--- config.mk ---
export PLATFORM = sky130hd
export DESIGN_NAME = comm_cmd_sequencer_flat
export DESIGN_NICKNAME = d
export VERILOG_FILES = /design/src/rtl/comm_cmd_sequencer_if.sv /design/src/rtl/comm_cmd_sequencer.sv /design/src/flat_wrapper.sv
export SDC_FILE = /design/constraint.sdc
export NUM_CORES = 1
export LEC_CHECK = 0
export CORE_MARGIN = 1.5
export CORE_UTILIZATION = 44
export DETAILED_ROUTE_END_ITERATION = 7
export GPL_TIMING_DRIVEN = 1
export MAX_ROUTING_LAYER = met4
export PLACE_DENSITY = 0.76
export SYNTH_ARGS = -nofsm -noshare
export SYNTH_HDL_FRONTEND = slang
export SYNTH_SLANG_ARGS = --single-unit
--- constraint.sdc ---
create_clock -name clk -period 1.7 [get_ports clk]
set_clock_uncertainty 0.05 [all_clocks]
set_input_delay 0.425 -clock clk [delete_from_list [all_inputs] [get_ports clk]]
set_output_delay 0.425 -clock clk [all_outputs]
set_load 0.02 [all_outputs]
--- src/rtl/comm_cmd_sequencer_if.sv ---
// Handshake and RAM bundle between the host byte link, the sequencer and the core.
// master is the sequencer side, slave is the UART/RAM/core side.
interface comm_cmd_sequencer_if #(
    parameter int ADDR_W = 8,
    parameter int DATA_W = 16
);
    logic              rx_valid;
    logic [7:0]        rx_data;
    logic              tx_valid;
    logic [7:0]        tx_data;
    logic              tx_ready;
    logic [ADDR_W-1:0] mem_addr;
    logic [DATA_W-1:0] mem_wdata;
    logic              mem_we;
    logic [DATA_W-1:0] mem_rdata;
    logic              cpu_start;
    logic              cpu_running;
    logic              busy;

    modport master (
        input  rx_valid, rx_data, tx_ready, mem_rdata, cpu_running,
        output tx_valid, tx_data, mem_addr, mem_wdata, mem_we,
        output cpu_start, busy
    );

    modport slave (
        output rx_valid, rx_data, tx_ready, mem_rdata, cpu_running,
        input  tx_valid, tx_data, mem_addr, mem_wdata, mem_we,
        input  cpu_start, busy
    );
endinterface

--- src/rtl/comm_cmd_sequencer.sv ---
// Host command sequencer: decodes p/r/w/x/s bytes, streams the program
// image to/from RAM, starts the core and answers with status bytes.
module comm_cmd_sequencer #(
    parameter int ADDR_W = 8,
    parameter int DATA_W = 16
) (
    input  logic                  clk,
    input  logic                  rst_n,
    comm_cmd_sequencer_if.master  bus
);
    typedef enum logic [2:0] {
        IDLE, RESP, WR_HI, WR_LO, RD_ADDR, RD_HI, RD_LO
    } state_t;

    localparam logic [7:0] C_P = 8'h70;
    localparam logic [7:0] C_S = 8'h73;
    localparam logic [7:0] C_X = 8'h78;
    localparam logic [7:0] C_W = 8'h77;
    localparam logic [7:0] C_R = 8'h72;
    localparam logic [ADDR_W-1:0] LAST = {ADDR_W{1'b1}};

    state_t            state_q, state_d;
    logic              tx_valid_q, tx_valid_d;
    logic [7:0]        tx_data_q, tx_data_d;
    logic              mem_we_q, mem_we_d;
    logic [ADDR_W-1:0] addr_q, addr_d;
    logic [DATA_W-1:0] wdata_q, wdata_d;
    logic              cpu_start_q, cpu_start_d;
    logic              rd_wait_q, rd_wait_d;
    logic [7:0]        rd_lo_q, rd_lo_d;
    logic              go_resp;
    logic [7:0]        resp_b;
    logic              last;

    assign last = (addr_q == LAST);

    always_comb begin
        state_d     = state_q;
        tx_valid_d  = tx_valid_q;
        tx_data_d   = tx_data_q;
        mem_we_d    = 1'b0;
        addr_d      = addr_q;
        wdata_d     = wdata_q;
        cpu_start_d = 1'b0;
        rd_wait_d   = rd_wait_q;
        rd_lo_d     = rd_lo_q;
        go_resp     = 1'b0;
        resp_b      = 8'h3F;

        // Address advances the cycle after the write strobe so the
        // strobe cycle still shows the word's own address.
        if (mem_we_q && !last) begin
            addr_d = addr_q + 1'b1;
        end

        case (state_q)
            IDLE: begin
                if (bus.rx_valid) begin
                    unique case (1'b1)
                        bus.rx_data == C_P: begin
                            go_resp = 1'b1;
                            resp_b  = 8'h50;
                        end
                        bus.rx_data == C_S: begin
                            go_resp = 1'b1;
                            resp_b  = bus.cpu_running ? 8'h2B : 8'h2D;
                        end
                        bus.rx_data == C_X: begin
                            go_resp     = 1'b1;
                            resp_b      = bus.cpu_running ? 8'h21 : 8'h58;
                            cpu_start_d = !bus.cpu_running;
                        end
                        bus.rx_data == C_W: begin
                            if (bus.cpu_running) begin
                                go_resp = 1'b1;
                                resp_b  = 8'h21;
                            end else begin
                                addr_d  = '0;
                                state_d = WR_HI;
                            end
                        end
                        bus.rx_data == C_R: begin
                            if (bus.cpu_running) begin
                                go_resp = 1'b1;
                                resp_b  = 8'h21;
                            end else begin
                                addr_d    = '0;
                                rd_wait_d = 1'b0;
                                state_d   = RD_ADDR;
                            end
                        end
                        default: begin
                            go_resp = 1'b1;
                            resp_b  = 8'h3F;
                        end
                    endcase
                end
            end
            RESP: begin
                // First RESP cycle only loads the byte; valid rises next.
                if (!tx_valid_q) begin
                    tx_valid_d = 1'b1;
                end else if (bus.tx_ready) begin
                    tx_valid_d = 1'b0;
                    state_d    = IDLE;
                end
            end
            WR_HI: begin
                if (bus.rx_valid) begin
                    wdata_d[DATA_W-1:8] = bus.rx_data;
                    state_d             = WR_LO;
                end
            end
            WR_LO: begin
                if (bus.rx_valid) begin
                    wdata_d[7:0] = bus.rx_data;
                    mem_we_d     = 1'b1;
                    if (last) begin
                        go_resp = 1'b1;
                        resp_b  = 8'h4B;
                    end else begin
                        state_d = WR_HI;
                    end
                end
            end
            RD_ADDR: begin
                if (!rd_wait_q) begin
                    rd_wait_d = 1'b1;
                end else begin
                    rd_wait_d  = 1'b0;
                    tx_data_d  = bus.mem_rdata[DATA_W-1:8];
                    rd_lo_d    = bus.mem_rdata[7:0];
                    tx_valid_d = 1'b1;
                    state_d    = RD_HI;
                end
            end
            RD_HI: begin
                if (bus.tx_ready) begin
                    tx_data_d = rd_lo_q;
                    state_d   = RD_LO;
                end
            end
            RD_LO: begin
                if (bus.tx_ready) begin
                    tx_valid_d = 1'b0;
                    if (last) begin
                        state_d = IDLE;
                    end else begin
                        addr_d    = addr_q + 1'b1;
                        rd_wait_d = 1'b0;
                        state_d   = RD_ADDR;
                    end
                end
            end
            default: state_d = IDLE;
        endcase

        if (go_resp) begin
            state_d    = RESP;
            tx_data_d  = resp_b;
            tx_valid_d = 1'b0;
        end
    end

    always_ff @(posedge clk or negedge rst_n) begin
        if (!rst_n) begin
            state_q     <= IDLE;
            tx_valid_q  <= 1'b0;
            tx_data_q   <= '0;
            mem_we_q    <= 1'b0;
            addr_q      <= '0;
            wdata_q     <= '0;
            cpu_start_q <= 1'b0;
            rd_wait_q   <= 1'b0;
            rd_lo_q     <= '0;
        end else begin
            state_q     <= state_d;
            tx_valid_q  <= tx_valid_d;
            tx_data_q   <= tx_data_d;
            mem_we_q    <= mem_we_d;
            addr_q      <= addr_d;
            wdata_q     <= wdata_d;
            cpu_start_q <= cpu_start_d;
            rd_wait_q   <= rd_wait_d;
            rd_lo_q     <= rd_lo_d;
        end
    end

    assign bus.tx_valid  = tx_valid_q;
    assign bus.tx_data   = tx_data_q;
    assign bus.mem_we    = mem_we_q;
    assign bus.mem_addr  = addr_q;
    assign bus.mem_wdata = wdata_q;
    assign bus.cpu_start = cpu_start_q;
    assign bus.busy      = (state_q != IDLE);
endmodule

--- src/flat_wrapper.sv ---
// flat-port wrapper written by rule: the top's interface ports become plain ports
module comm_cmd_sequencer_flat 
#(
    parameter int ADDR_W = 8,
    parameter int DATA_W = 16
)
  (clk, rst_n, bus_rx_valid, bus_rx_data, bus_tx_ready, bus_mem_rdata, bus_cpu_running, bus_tx_valid, bus_tx_data, bus_mem_addr, bus_mem_wdata, bus_mem_we, bus_cpu_start, bus_busy);
  comm_cmd_sequencer_if #(.ADDR_W(ADDR_W), .DATA_W(DATA_W)) bus_i ();
  input  logic clk;
  input  logic rst_n;
  input wire logic [$bits(bus_i.rx_valid)-1:0] bus_rx_valid;
  input wire logic [$bits(bus_i.rx_data)-1:0] bus_rx_data;
  input wire logic [$bits(bus_i.tx_ready)-1:0] bus_tx_ready;
  input wire logic [$bits(bus_i.mem_rdata)-1:0] bus_mem_rdata;
  input wire logic [$bits(bus_i.cpu_running)-1:0] bus_cpu_running;
  output wire logic [$bits(bus_i.tx_valid)-1:0] bus_tx_valid;
  output wire logic [$bits(bus_i.tx_data)-1:0] bus_tx_data;
  output wire logic [$bits(bus_i.mem_addr)-1:0] bus_mem_addr;
  output wire logic [$bits(bus_i.mem_wdata)-1:0] bus_mem_wdata;
  output wire logic [$bits(bus_i.mem_we)-1:0] bus_mem_we;
  output wire logic [$bits(bus_i.cpu_start)-1:0] bus_cpu_start;
  output wire logic [$bits(bus_i.busy)-1:0] bus_busy;
  assign bus_i.rx_valid = bus_rx_valid;
  assign bus_i.rx_data = bus_rx_data;
  assign bus_i.tx_ready = bus_tx_ready;
  assign bus_i.mem_rdata = bus_mem_rdata;
  assign bus_i.cpu_running = bus_cpu_running;
  assign bus_tx_valid = bus_i.tx_valid;
  assign bus_tx_data = bus_i.tx_data;
  assign bus_mem_addr = bus_i.mem_addr;
  assign bus_mem_wdata = bus_i.mem_wdata;
  assign bus_mem_we = bus_i.mem_we;
  assign bus_cpu_start = bus_i.cpu_start;
  assign bus_busy = bus_i.busy;
  comm_cmd_sequencer #(.ADDR_W(ADDR_W), .DATA_W(DATA_W)) u_core (.clk(clk), .rst_n(rst_n), .bus(bus_i));
endmodule
After elaboration in Yosys (flattened, before gate mapping)

Cells that the tools add are included.

Register bits: 47
Input bits: 29
Output and inout bits: 36
Logic and storage cells: 114

Add/sub/neg operators: 1
Equal/unequal tests: 29
Multiplexer cells: 58
Reduce and logical (&&, ||, !) cells: 16

Operators by type and width:

| kind                                                   | number |
|---|---|
| 2-to-1 mux 8 bit                                       | 11 |
| case mux 8 bit (2 select lines)                        | 3 |
| 2-to-1 mux 3 bit                                       | 14 |
| == test 8 x 7 -> 1 bit (second input constant)         | 5 |
| case mux 8 bit (4 select lines)                        | 1 |
| 2-to-1 mux 1 bit                                       | 21 |
| inequality test 3 x 2 -> 1 bit (second input constant) | 7 |
| case mux 3 bit (7 select lines)                        | 1 |
| 2-to-1 mux 7 bit                                       | 2 |
| AND reduction 12 bit                                   | 1 |
| == test 3 bit (second input constant)                  | 3 |
| nonzero test 3 bit                                     | 3 |
| adder 8 x 1 -> 8 bit (second input constant)           | 1 |
| == test 8 bit (second input constant)                  | 1 |
| inequality test 2 bit (second input constant)          | 4 |
| inequality test 4 x 3 -> 1 bit (second input constant) | 2 |
| == test 3 x 2 -> 1 bit (second input constant)         | 2 |
| inequality test 3 x 1 -> 1 bit (second input constant) | 2 |
| case mux 1 bit (3 select lines)                        | 2 |
| case mux 3 bit (2 select lines)                        | 1 |
| AND reduction 2 bit                                    | 3 |
| AND reduction 3 bit                                    | 2 |
| AND reduction 6 bit                                    | 1 |
| 2-to-1 mux 5 bit                                       | 1 |
| other kinds (9)                                        | 10 |

Logic depth before layout (Yosys ltp)

Gate-level depths: netlist (run 1).

Depth after elaboration: 8
Gate-level depth with buffers: 7
Gate-level depth less buffers: 6

Worst setup path before layout (run 1)

OpenSTA, ideal clock, no wires.

Path type: flip-flop to flip-flop
Start point: register u_core.addr_q[0], in the netlist u_core.bus.mem_addr[0]
End point: register u_core.state_q[1]
Arrival: 1.801 ns
Data required time: 1.528 ns
Setup slack: -0.272 ns
Stages on the path, launching flop included: 8
Path buffers: 1
Period minus slack after synthesis: 1.972 ns
Cell sequence: dfrtp_1 -> ha_1 -> nand3_2 -> or2_1 -> clkbuf_1 -> o21ai_2 -> o21ai_1 -> a32o_1

Cells in the longest elaborated chain, start to end: 6
Elaborated cells on any way between the ends: 18
Classes of those cells: 13 x eq/ne; 4 x mux; 1 x reduce/logical

RTL lines:

| what                                                                    | line                      | source |
|---|---|---|
| start, declared                                                         | comm_cmd_sequencer.sv:26  | `logic [ADDR_W-1:0] addr_q, addr_d;` |
| start signal, assigned                                                  | comm_cmd_sequencer.sv:181 | `addr_q <= addr_d;` |
| == test 8 bit *                                                         | comm_cmd_sequencer.sv:35  | `assign last = (addr_q == LAST);` |
| 2-to-1 mux 1 bit                                                        | comm_cmd_sequencer.sv:118 | `if (last) begin` |
| 2-to-1 mux 1 bit                                                        | comm_cmd_sequencer.sv:115 | `if (bus.rx_valid) begin` |
| case mux 1 bit (2 select lines)                                         | comm_cmd_sequencer.sv:56  | `case (state_q)` |
| inequality test 4 x 1 -> 1 bit (no source line) (tied with other cells) | n/a                       |  |
| AND reduction 12 bit (no source line)                                   | n/a                       |  |
| end signal, assigned                                                    | comm_cmd_sequencer.sv:177 | `state_q <= state_d;` |
| end, declared                                                           | comm_cmd_sequencer.sv:22  | `state_t state_q, state_d;` |

Mark *: on every way between the ends. The rest lies on a longest branch, timed or not.
A chain may end at the register's enable or synchronous reset.

Worst setup path after layout (run 1)

Start point: register u_core.state_q[1]
End point: output port bus_busy

Cells in the longest elaborated chain, start to end: 1

RTL lines:

| what               | line                      | source |
|---|---|---|
| nonzero test 3 bit | comm_cmd_sequencer.sv:195 | `assign bus.busy = (state_q != IDLE);` |
| end, declared      | flat_wrapper.sv:22        | `output wire logic [$bits(bus_i.busy)-1:0] bus_busy;` |

No other way between the ends.

==> impl_metrics.json, run 1 <==
{
  "power_density_nw_per_um2": 1460,
  "yosys_warnings": 0,
  "grt.total_usage_pct": 25.6,
  "path_class": "reg -> out",
  "syn_area_per_cell_um2": 10.7,
  "synth_area_leaders": "dfrtp_1 (46%), mux2_2 (11%), mux2i_1 (3.9%), nor2_1 (3.1%), a21oi_1 (2.2%)",
  "dr.pass1.iters": 4,
  "cp_max_fo": 5,
  "whs_ns": 0.301,
  "dp_hpwl_um": 4910,
  "relSlewSlack_pct": 73.4,
  "cts_buffers": 5,
  "status": "finished, violations left",
  "layout-drive-gt1-share_pct": 43.5,
  "synth_fp_nets": 268,
  "tightest_slew_ns": 0.397,
  "yosysUniqueCellTypes": 57,
  "grt_max_degree": 25,
  "worstPathCellList": "nor2_1 > nand2_1 > clkdlybuf4s15_2",
  "grt-ovfl-total": 0,
  "start_util_pct": 45.9,
  "ir_drop_uv": 990,
  "grt_first_pass_wirelength_um": 12100,
  "cap_violations": 0,
  "gp_congestion": 0.962,
  "wirelength_um": 7760,
  "rr_worst_depth": 9,
  "hold_class": "in -> reg",
  "nets": 411,
  "tns_ns": -1.61,
  "clk_pin_slew_ns": 0.09,
  "fill_cells": 381,
  "layout_commonest_cell": "buf_4",
  "antenna_left": 0,
  "grt_pass1_vias": 2537,
  "route.vias.total": 2545,
  "cts_tree": "built",
  "diodes": 0,
  "critical-path-top-delay-family": "flip-flops",
  "min_period_ns": 1.84,
  "area_delta_synth_final_pct": 63.7,
  "ys_seq_area_share_pct": 46.3,
  "post-route-period-util_pct": 108,
  "required_ns": 1.22,
  "vias_per_cell": 5.61,
  "core_um2": 5540,
  "leakagePower_nw": 2.01,
  "clock_latency_ns": 0.32,
  "startpoint_type": "flop",
  "synth_edf_count": 0,
  "regToRegSetupSlack_ns": -0.14,
  "async_flop_share_pct": 100,
  "path_depth": 3,
  "dieWidth_um": 79.0,
  "rr_endpoint": "u_core.bus.mem_addr[6]$_DFF_PN0_",
  "crit_arrival_ns": 1.37,
  "ys.flop_type": "dfrtp_1",
  "clockRootBuffer": "clkbuf_8",
  "syn-cell-area_um2": 2540,
  "pre_cts_ws_ns": -0.623,
  "crit_buf_inv": 1,
  "critPathLaunch": "u_core.state_q[1]$_DFFE_PN0P_",
  "die_y_um": 79.0,
  "finalHoldViolations": 0,
  "crit_path_end_kind": "primary output",
  "antenna_found_initial": 0,
  "crit-reg2reg-launch": "u_core.state_q[0]$_DFFE_PN0P_",
  "port_buffers": 64,
  "drc_errors": 0,
  "setup_violations": 18,
  "wl_per_cell_um": 17.1,
  "synth_top_area_share_pct": 46.3,
  "h-tree-depth": 2,
  "cts_buffer_depth": 2,
  "finalMaxSlewViolations": 0,
  "die_area_um2": 6240,
  "slowest_stage": "dfrtp_2",
  "crit_end": "bus_busy",
  "setup_ws_ns": -0.143,
  "fmax_mhz": 542,
  "final_cell_mix": "buf_4 (64), dfrtp_1 (43), dlygate4sd2_1 (39)",
  "yosys_register_bits": 47,
  "drt_iter0_markers": 142,
  "yosys.area.top_type": "dfrtp_1",
  "cts_sinks": 47,
  "netlist_instances": 238,
  "row_count": 27,
  "io_pins": 65,
  "slowest_delay_ns": 0.47,
  "violations": "setup timing",
  "rsz0062_at_grt": "true"
}
## Yosys cell counts, types with 4 or more instances
| library cell | n |
|---|---|
| nand3_1 | 5 |
| inv_1 | 6 |
| nand2_1 | 11 |
| buf_2 | 4 |
| xnor2_1 | 6 |
| mux2_2 | 25 |
| nand2b_1 | 4 |
| nor2b_1 | 6 |
| dfrtp_1 | 47 |
| nor2_1 | 21 |
| a21oi_1 | 11 |
| mux2i_1 | 10 |
| o21ai_0 | 10 |
| clkbuf_1 | 6 |
| nor3_1 | 4 |
| a31oi_1 | 4 |
## how the worst min path moves through the flow
stage,from,to,cells past startpoint
6_report,bus_rx_data[7],u_core.bus.mem_wdata[15]$_DFFE_PN0P_,2
5_1_grt,bus_rx_data[7],u_core.bus.mem_wdata[15]$_DFFE_PN0P_,2
4_1_cts,bus_rx_data[7],u_core.bus.mem_wdata[15]$_DFFE_PN0P_,2
3_5_place_dp,rst_n,u_core.bus.tx_valid$_DFFE_PN0P_,1
3_3_place_gp,rst_n,u_core.bus.tx_valid$_DFFE_PN0P_,1
2_1_floorplan,rst_n,u_core.bus.cpu_start$_DFF_PN0_,0
## layout make-up
cell class	count	area, um^2	area share, %
Tap cell	72	90.1	2.16
Timing Repair Buffer	150	1310	31.4
Inverter	6	22.5	0.541
Clock inverter	3	15.0	0.361
Multi-Input combinational cell	171	1480	35.4
Clock buffer	5	68.8	1.65
Sequential cell	47	1180	28.4
## power breakdown
part | total [mW] | internal (mW) | switching, mW
sequential | 1.84 | 1.54 | 0.300
clock | 0.688 | 0.282 | 0.405
combinational | 3.53 | 1.82 | 1.71
total | 6.06 | 3.64 | 2.41
## worst reg2reg max path: stages, from the launching register on
cell and delay, ns:
dfrtp_1 0.44, buf_6 0.14, nor4b_4 0.25, buf_4 0.17
buf_4 0.12, buf_6 0.09, nand2_4 0.06, nor2_4 0.23
a31oi_1 0.07, o21a_1 0.12
## metrics by stage
| step | total power, mW | cells | utilization [%] | area [um^2] |
|---|---|---|---|---|
| after CTS | 5.77 | 449 | 72.5 | 4020 |
| after global routing | 6.40 | 454 | 75.1 | 4160 |
| after floorplan | 3.55 | 238 | - | 2560 |
| after global placement | 4.82 | 422 | 66.8 | 3700 |
| after detailed placement | 4.92 | 422 | 66.8 | 3700 |
| final | 6.06 | 454 | 75.1 | 4160 |
## flip-flops by register name (all words and copies together), names as in the netlist
signal / cells
u_core.bus.tx_data: 8
u_core.state_q: 3
u_core.bus.cpu_start: 1
u_core.bus.mem_wdata: 16
u_core.bus.mem_we: 1
u_core.bus.tx_valid: 1
u_core.rd_lo_q: 8
u_core.rd_wait_q: 1
u_core.bus.mem_addr: 8
## cell families after synthesis
| group | after synthesis | synth area share [%] |
|---|---|---|
| adders and majority gates | 1 | 0.492 |
| xor gates and xnor gates | 7 | 2.71 |
| AOI/OAI and AO/OA | 53 | 15.4 |
| muxes | 35 | 15.0 |
| and+or+nand+nor | 75 | 16.4 |
| buffers and inverters | 20 | 3.74 |
| DFF | 47 | 46.3 |
## layer usage
layer  vias to the layer above  track usage (%)  part of all wire (%)
met1                      1258             32.4                    42
met3                        32             3.91                   4.2
met4                         0             9.47                   3.9
li1                       1156                -                     -
met2                        99             41.5                    50
met5                         -                -                     0
## repair_timing
item | CTS | global route
pin swaps | 12 | 16
gates resized for setup | 91 | 36
endpoints found under the setup margin | 74 | 28
cloned | 0 | 0
hold buffers | 1 | 0
buffers inserted | 19 | 5
endpoints found under the hold margin | 8 | 0
No activity file was read; power rests on OpenSTA's default activity.
==> run 2: changes to the inputs <==
--- a/config.mk
+++ b/config.mk
@@ -6,11 +6,12 @@
 export NUM_CORES = 1
 export LEC_CHECK = 0
 export CORE_MARGIN = 1.5
-export CORE_UTILIZATION = 44
+export CORE_UTILIZATION = 46
+export CTS_BUF_LIST = sky130_fd_sc_hd__clkbuf_4
 export DETAILED_ROUTE_END_ITERATION = 7
 export GPL_TIMING_DRIVEN = 1
 export MAX_ROUTING_LAYER = met4
-export PLACE_DENSITY = 0.76
+export PLACE_DENSITY = 0.79
 export SYNTH_ARGS = -nofsm -noshare
 export SYNTH_HDL_FRONTEND = slang
 export SYNTH_SLANG_ARGS = --single-unit
==> run 2 against run 1 <==
The flow still finishes with violations (setup timing); sequential share of layout area is 0.62 points higher; combinational power is 1% higher; design area is 2.2% lower; maximum frequency is 1.7% higher; hold slack worse by 0.014 ns; total power is 1.9% lower; final cell count is 1.1% lower; clock power is 20% lower; global-route usage is 1.2 points higher; setup slack better by 0.031 ns; die area is 4.2% lower; flip-flop and latch count stayed put.
==> impl_metrics.json, run 2 (synthesized netlist as in run 1, its figures left out) <==
{
  "status": "finished, violations left",
  "violations": "setup timing",
  "leakagePower_nw": 1.96,
  "die_y_um": 77.3,
  "largest_reg_flops": 16,
  "layout-drive-gt1-share_pct": 43.5,
  "antenna_left": 0,
  "worstPathCellList": "clkdlybuf4s50_1 > and4b_2 > nor2_4 > nor4b_4 > nor2_1 > a311oi_1",
  "row_count": 26,
  "regToRegSetupSlack_ns": -0.11,
  "cp_max_fo": 6,
  "critical-path-top-delay-family": "simple AND/OR/NAND/NOR gates",
  "slowest_delay_ns": 0.59,
  "min_period_ns": 1.81,
  "cts_tree": "built",
  "fmax_mhz": 552,
  "rsz0062_at_grt": "true",
  "tightest_slew_ns": 0.451,
  "cts_buffer_depth": 2,
  "hold_class": "in -> reg",
  "io_pins": 65,
  "clk_pin_slew_ns": 0.14,
  "vias_per_cell": 5.63,
  "post-route-period-util_pct": 107,
  "grt_pass1_vias": 2658,
  "fill_cells": 336,
  "dieWidth_um": 77.3,
  "grt-ovfl-total": 0,
  "tns_ns": -0.819,
  "hp-start": "bus_rx_data[7]",
  "rr_worst_depth": 7,
  "placed_area_um2": 3740,
  "final_cell_mix": "buf_4 (67), dfrtp_1 (44), dlygate4sd2_1 (32)",
  "required_ns": 1.91,
  "crit_buf_inv": 1,
  "clock_latency_ns": 0.38,
  "h-tree-depth": 2,
  "area_delta_synth_final_pct": 60.0,
  "ir_drop_uv": 1090,
  "min_to": "u_core.bus.mem_wdata[7]$_DFFE_PN0P_",
  "crit-reg2reg-launch": "u_core.state_q[2]$_DFFE_PN0P_",
  "setup_violations": 17,
  "start_util_pct": 48.8,
  "grt_first_pass_wirelength_um": 12200,
  "final_area_um2": 4070,
  "wirelength_um": 7880,
  "wl_per_cell_um": 17.6,
  "path_class": "in -> reg",
  "holdPathStages": 2,
  "gp_congestion": 0.853,
  "cts_sinks": 47,
  "antenna_found_initial": 0,
  "layout_commonest_cell": "buf_4",
  "cap_violations": 0,
  "relSlewSlack_pct": 69.8,
  "slowest_stage": "clkdlybuf4s50_1",
  "clockRootBuffer": "clkbuf_4",
  "cts_buffers": 5,
  "rr_endpoint": "u_core.state_q[1]$_DFFE_PN0P_",
  "core_um2": 5200,
  "dp_hpwl_um": 5190,
  "crit_path_end_kind": "flop",
  "critPathLaunch": "bus_tx_ready",
  "route.vias.total": 2526,
  "port_buffers": 64,
  "finalMaxSlewViolations": 0,
  "crit_arrival_ns": 2.02,
  "grt_max_degree": 33,
  "startpoint_type": "input pin",
  "drc_errors": 0,
  "diodes": 0,
  "die_area_um2": 5980,
  "grt.total_usage_pct": 26.7,
  "drt_iter0_markers": 99,
  "nets": 408,
  "setup_ws_ns": -0.112,
  "finalHoldViolations": 0,
  "dr.pass1.iters": 5,
  "power_density_nw_per_um2": 1460
}
run 2: layout make-up:
| class | instances | area (um^2) | share of cell area [%] |
|---|---|---|---|
| clock buffer | 6 | 45.0 | 1.11 |
| multi-input combinational | 171 | 1460 | 35.9 |
| clock inverter | 2 | 12.5 | 0.308 |
| sequential | 47 | 1180 | 29.0 |
| inverter | 6 | 22.5 | 0.554 |
| timing repair buffer | 147 | 1260 | 31.0 |
| tap | 70 | 87.6 | 2.15 |
run 2: power by group:
part | switching [mW] | internal [mW] | total [mW]
sequential | 0.275 | 1.53 | 1.81
clock | 0.376 | 0.177 | 0.553
combinational | 1.72 | 1.86 | 3.58
total | 2.37 | 3.57 | 5.94
run 2: worst max-delay path by stage:
stage,to,cells past startpoint
after detailed placement,u_core.bus.tx_data[5]$_DFFE_PN0P_,7
final,u_core.bus.mem_addr[7]$_DFF_PN0_,6
after global placement,u_core.bus.tx_data[4]$_DFFE_PN0P_,6
after CTS,bus_busy,3
after global routing,u_core.bus.tx_data[6]$_DFFE_PN0P_,8
after floorplan,u_core.bus.tx_data[4]$_DFFE_PN0P_,5
run 2: routing by layer:
metal	track usage (%)	vias up	part of all wire, %
met1	28.8	1241	40
met5	-	-	0
met3	4.47	25	4.2
met4	11.5	0	2.8
met2	48.3	105	53
li1	-	1155	-
run 2: repair_timing:
| item | in CTS | in global routing |
|---|---|---|
| pin swaps | 11 | 16 |
| gates resized for setup | 84 | 47 |
| hold endpoints to repair | 15 | 0 |
| hold buffers | 1 | 0 |
| buffers inserted | 10 | 7 |
| endpoints found under the setup margin | 54 | 30 |
run 2: stage by stage:
stage	worst slack (ns)	power [mW]	hold slack [ns]	util, %	std cells
2_1_floorplan	-0.115	3.55	0.0794	-	238
3_3_place_gp	-0.599	4.94	0.318	71.8	425
3_5_place_dp	-0.656	5.04	0.324	71.8	425
4_1_cts	-0.147	5.61	0.436	75.6	444
5_1_grt	-0.168	6.25	0.282	78.2	449
6_report	-0.112	5.94	0.288	78.2	449
==> run 3: changes to the inputs <==
--- a/config.mk
+++ b/config.mk
@@ -12,6 +12,7 @@
 export GPL_TIMING_DRIVEN = 1
 export MAX_ROUTING_LAYER = met4
 export PLACE_DENSITY = 0.79
+export SLEW_MARGIN = 30
 export SYNTH_ARGS = -nofsm -noshare
 export SYNTH_HDL_FRONTEND = slang
 export SYNTH_SLANG_ARGS = --single-unit
==> results of run 3 <==
Final layout, timing and power as in run 2 (identical DEF).
